## config.mk

```make
export PLATFORM = sky130hd
export DESIGN_NAME = handshake_constant_check
export DESIGN_NICKNAME = d
export VERILOG_FILES = /design/src/rtl/handshake_constant_check.sv
export SDC_FILE = /design/constraint.sdc
export NUM_CORES = 1
export LEC_CHECK = 0
export CAP_MARGIN = 40
export CORE_AREA = 2 2 74 76
export CTS_BUF_LIST = sky130_fd_sc_hd__clkbuf_2
export CTS_CLUSTER_DIAMETER = 80
export DETAILED_ROUTE_END_ITERATION = 10
export DIE_AREA = 0 0 76 78
export MAX_ROUTING_LAYER = met4
export PLACE_DENSITY = 0.85
export SLEW_MARGIN = 20
export SYNTH_ARGS = -nofsm -noshare
export SYNTH_HDL_FRONTEND = slang
export SYNTH_SLANG_ARGS = --single-unit
export TNS_END_PERCENT = 1
```

## constraint.sdc

```tcl
create_clock -name clk -period 2.82 [get_ports clk]
set_input_delay 0.846 -clock clk [delete_from_list [all_inputs] [get_ports clk]]
set_output_delay 0.846 -clock clk [all_outputs]
set_load 0.1 [all_outputs]
```

## src/rtl/handshake_constant_check.sv

```systemverilog
`default_nettype none
// +----------------------------------------------------------------------------+
// | handshake_constant_check                                                   |
// | Constant-token sink: buffers up to DEPTH dataless tokens, flags first      |
// | accepted word differing from EXPECTED, counts accepted tokens.             |
// | Revision: 1.0                                                              |
// +----------------------------------------------------------------------------+
module handshake_constant_check #(
  parameter int                    DATA_WIDTH = 32,
  parameter logic [DATA_WIDTH-1:0] EXPECTED   = 'hF0B,
  parameter int                    DEPTH      = 2,
  parameter int                    CNT_WIDTH  = 16
) (
  input  logic                  clk,
  input  logic                  rst,
  input  logic [DATA_WIDTH-1:0] ins,
  input  logic                  ins_valid,
  output logic                  ins_ready,
  output logic                  outs_valid,
  input  logic                  outs_ready,
  output logic                  mismatch,
  output logic [DATA_WIDTH-1:0] mismatch_data,
  output logic [CNT_WIDTH-1:0]  token_count
);

  localparam int                 c_OCC_W   = $clog2(DEPTH + 1);
  localparam logic [c_OCC_W-1:0] c_FULL    = c_OCC_W'(DEPTH);
  localparam logic [c_OCC_W-1:0] c_OCC_ONE = c_OCC_W'(1);
  localparam logic [CNT_WIDTH-1:0] c_CNT_ONE = CNT_WIDTH'(1);

  logic [c_OCC_W-1:0]    r_occ;
  logic                  r_mismatch;
  logic [DATA_WIDTH-1:0] r_mismatch_data;
  logic [CNT_WIDTH-1:0]  r_token_count;

  logic w_acc;
  logic w_rel;

  // Handshake outputs depend only on registered occupancy (and reset).
  assign ins_ready  = ~rst & (r_occ != c_FULL);
  assign outs_valid = (r_occ != '0);

  assign w_acc = ins_valid & ins_ready;
  assign w_rel = outs_valid & outs_ready;

  always_ff @(posedge clk) begin
    if (rst) begin
      r_occ           <= '0;
      r_mismatch      <= 1'b0;
      r_mismatch_data <= '0;
      r_token_count   <= '0;
    end else begin
      if (w_acc && !w_rel) begin
        r_occ <= r_occ + c_OCC_ONE;
      end else if (w_rel && !w_acc) begin
        r_occ <= r_occ - c_OCC_ONE;
      end

      if (w_acc) begin
        r_token_count <= r_token_count + c_CNT_ONE;
        // Only the first offending word is captured; flow is never stalled.
        if ((ins != EXPECTED) && !r_mismatch) begin
          r_mismatch      <= 1'b1;
          r_mismatch_data <= ins;
        end
      end
    end
  end

  assign mismatch      = r_mismatch;
  assign mismatch_data = r_mismatch_data;
  assign token_count   = r_token_count;

endmodule
`default_nettype wire

```

==> results <==
[flip-flops by register name, indices dropped and copies added, names as in the netlist]
name / cells
mismatch_data: 32
r_occ: 2
mismatch: 1
token_count: 16
[cells by family after synthesis]
| family | count (synthesis) | share of synthesized area [%] |
|---|---|---|
| AO/OA/AOI/OAI | 11 | 2.94 |
| XOR/XNOR | 7 | 2.72 |
| adder cells (fa/ha/maj) | 2 | 1.11 |
| buffers and inverters | 15 | 3.33 |
| flip-flops | 51 | 45.3 |
| multiplexers | 39 | 19.5 |
| AND/OR/NAND/NOR | 99 | 25.1 |
[per-layer routing]
layer / up-vias / track usage (%) / wire (µm)
met2: 62 / 30.2 / 2430
met4: 0 / 6.73 / 82
met3: 9 / 6.16 / 390
met1: 877 / 21.3 / 2190
met5: - / - / 0
li1: 959 / - / -
[area by class of cell]
cell class,count,area (µm²)
Inverter,5,18.8
Sequential cell,51,1020
Tap cell,70,87.6
Clock inverter,2,12.5
Clock buffer,6,30.0
Timing Repair Buffer,97,848
Fill cell,442,1850
Multi-Input combinational cell,158,1180
[power breakdown]
part | leakage (nW) | switching, mW | internal, mW
logic | 0.906 | 0.889 | 0.352
registers | 0.418 | 0.0593 | 0.819
clock network | 0.0290 | 0.234 | 0.0630
total | 1.35 | 1.18 | 1.23
[metrics by stage]
| step | cells | hold slack [ps] | util, % | instance area [µm²] |
|---|---|---|---|---|
| floorplan | 224 | 462 | - | 2260 |
| global placement | 381 | 482 | 62.5 | 3150 |
| detailed placement | 381 | 491 | 62.5 | 3150 |
| CTS | 389 | 521 | 63.3 | 3190 |
| global route | 389 | 551 | 63.3 | 3190 |
| finish | 389 | 513 | 63.3 | 3190 |
[worst paths after layout]
kind,start,end,slack [ps],cells after the start
worst min-delay path,r_occ[1],r_occ[1],510,2
worst max-delay path,ins[13],mismatch_data[17],390,6
worst max register to register,r_occ[1],token_count[12],860,4
worst min register to register,r_occ[1],r_occ[1],510,2
[layout by cell type (no fill, tap or decap)]
| cell type | count |
|---|---|
| buf_4 | 59 |
| dfxtp_1 | 51 |
| mux2_2 | 39 |
| nor2b_1 | 37 |
| clkdlybuf4s50_1 | 34 |
| nor2_1 | 17 |
| nor4_1 | 8 |
| nand2_1 | 7 |
| nor3_1 | 7 |
| nand3_1 | 6 |
| clkbuf_2 | 6 |
| inv_1 | 5 |
| o21ai_0 | 5 |
| a21oi_1 | 5 |
| xnor2_1 | 5 |
| or3_1 | 4 |
| nand4_1 | 3 |
| buf_12 | 3 |
| nor4b_1 | 2 |
| xor2_1 | 2 |
| ha_1 | 2 |
| nor2b_2 | 1 |
| nand2b_4 | 1 |
| or2_2 | 1 |
| nor2_4 | 1 |
| and4b_1 | 1 |
| o311ai_4 | 1 |
| and4_1 | 1 |
| or4_4 | 1 |
| nand2b_1 | 1 |
| clkinvlp_4 | 1 |
| clkinv_2 | 1 |
| buf_2 | 1 |
[synthesized netlist by cell type]
cell type   n
a21oi_1     5
and4_1      1
and4b_1     1
buf_4       3
buf_6       1
clkbuf_1    6
dfxtp_1    51
ha_1        2
inv_1       5
mux2_2     39
nand2_1     7
nand2b_1    1
nand2b_4    1
nand3_1     6
nand4_1     3
nor2_1     18
nor2b_1    37
nor2b_2     1
nor3_1      7
nor4_1      8
nor4b_1     2
o21ai_0     5
o311ai_2    1
or2_2       1
or3_1       4
or4_4       1
xnor2_1     5
xor2_1      2
[worst max-delay path: cells and delay by family]
kind            cells  cell delay [ps]
compound gates      1              360
simple gates        2              600
mux                 1              340
buf+inv             2              660
==> results.md <==
- Status: finished clean
- Post-CTS sizing: 0
- Netlist Area Pre-Place: 2250 µm²
- # DRC: 0
- Worst slew pin tran: 569 ps
- PD cells: around 760 nW/µm²
- Rel. slew slack: 62.1%
- CP max stage delay: between 400 and 500 ps
- Remaining antenna violation count: 0
- Final wirelength: a little over 5 mm
- Critical path class: input pin to flip-flop
- Worst min path class: flip-flop to flip-flop
- Worst-Skew Late Latency: 450 ps
- Die width: 76 µm
- RSZ-0062 raised after global routing: no
- Final Max Slew Viols: 0
- Final Hold Fails: 0
- Synth Register Bits: 51
- Post-Syn Area per Cell: 10.1 µm²
- Initial core utilization: 44.7%
- Synth cell types: 28
- Via count: 1,907
- Initial antenna violation count: 0
- First-pass GRT wire length: 8.71 mm
- Port Buffers: 86
- Critical path fanouts, max: 18
- Largest net degree at the start of global routing: 59
- WP data required: 3190 ps
- Critical Path Sink Type: flip-flop
- Maximum VDD drop: 461 µV
- CP Launch Type: input pin
- Layout overhead on the synthesized area: 41.7%
- Crit-path cells: clkdlybuf4s50_1 > nor4b_1 > nand4_1 > o311ai_4 > buf_12 > mux2_2
- Vias in the first global route: 1,920
- Gr usage total: between 10% and 20%
- Root Buffer: clkbuf_2
- Max-cap check violation count: 0
- Die area: 5930 µm²
- Sequential area share after synthesis: between 40% and 50%
- Routed len/inst: 13.1 µm
- Final worst path period need: 2430 ps
- Core area: 5040 µm²
- CTS Buf Count: 5
- Leakage: 1.35 nW
- 1st-pass router iterations: 4
- Synth Warn #: 0
- Synth area leaders: dfxtp_1, mux2_2, nor2b_1
- Nets: 356
- Setup TNS: 0 ps
- Die height: a little under 80 µm
- CTS max path bufs: 2
- Max Freq: 0.412 GHz
- CTS H-tree lvls: 2
- DRT iter0 DRCs: 87
- Post-CTS setup buffers: 0
- Rows: 26
- Clock Skew: ~12 ps
- Share of cells above drive strength 1: 36.4%
- Mapped Nets: 262
- Via density: 4.90
- Post-synthesis cell count: 224
- Hpwl dp: 3.83 mm
- GPL Wtd Cong: 0.757
- Hold bufs inserted after CTS: 0
- Crit path DAT: 2800 ps
- Yosys top cell by area: dfxtp_1
- Final setup margin: 394 ps
- Power, Total: 2.42 mW
- CTS tree: built
- Crit path max-delay cell type: clkdlybuf4s50_1
- Crit share post-route: about 86%
- GRT Residual Overflow: 0
- Final setup fails: 0
- Top Ports: between 80 and 90
- Pre-CTS setup slack: -106 ps
- Diode count: 0
- CTS Sinks: 51
- Post-synth top area share: 45.3%
- Reg clk slew, reported paths: between 200 and 250 ps
(Power assumes the default switching activity.)
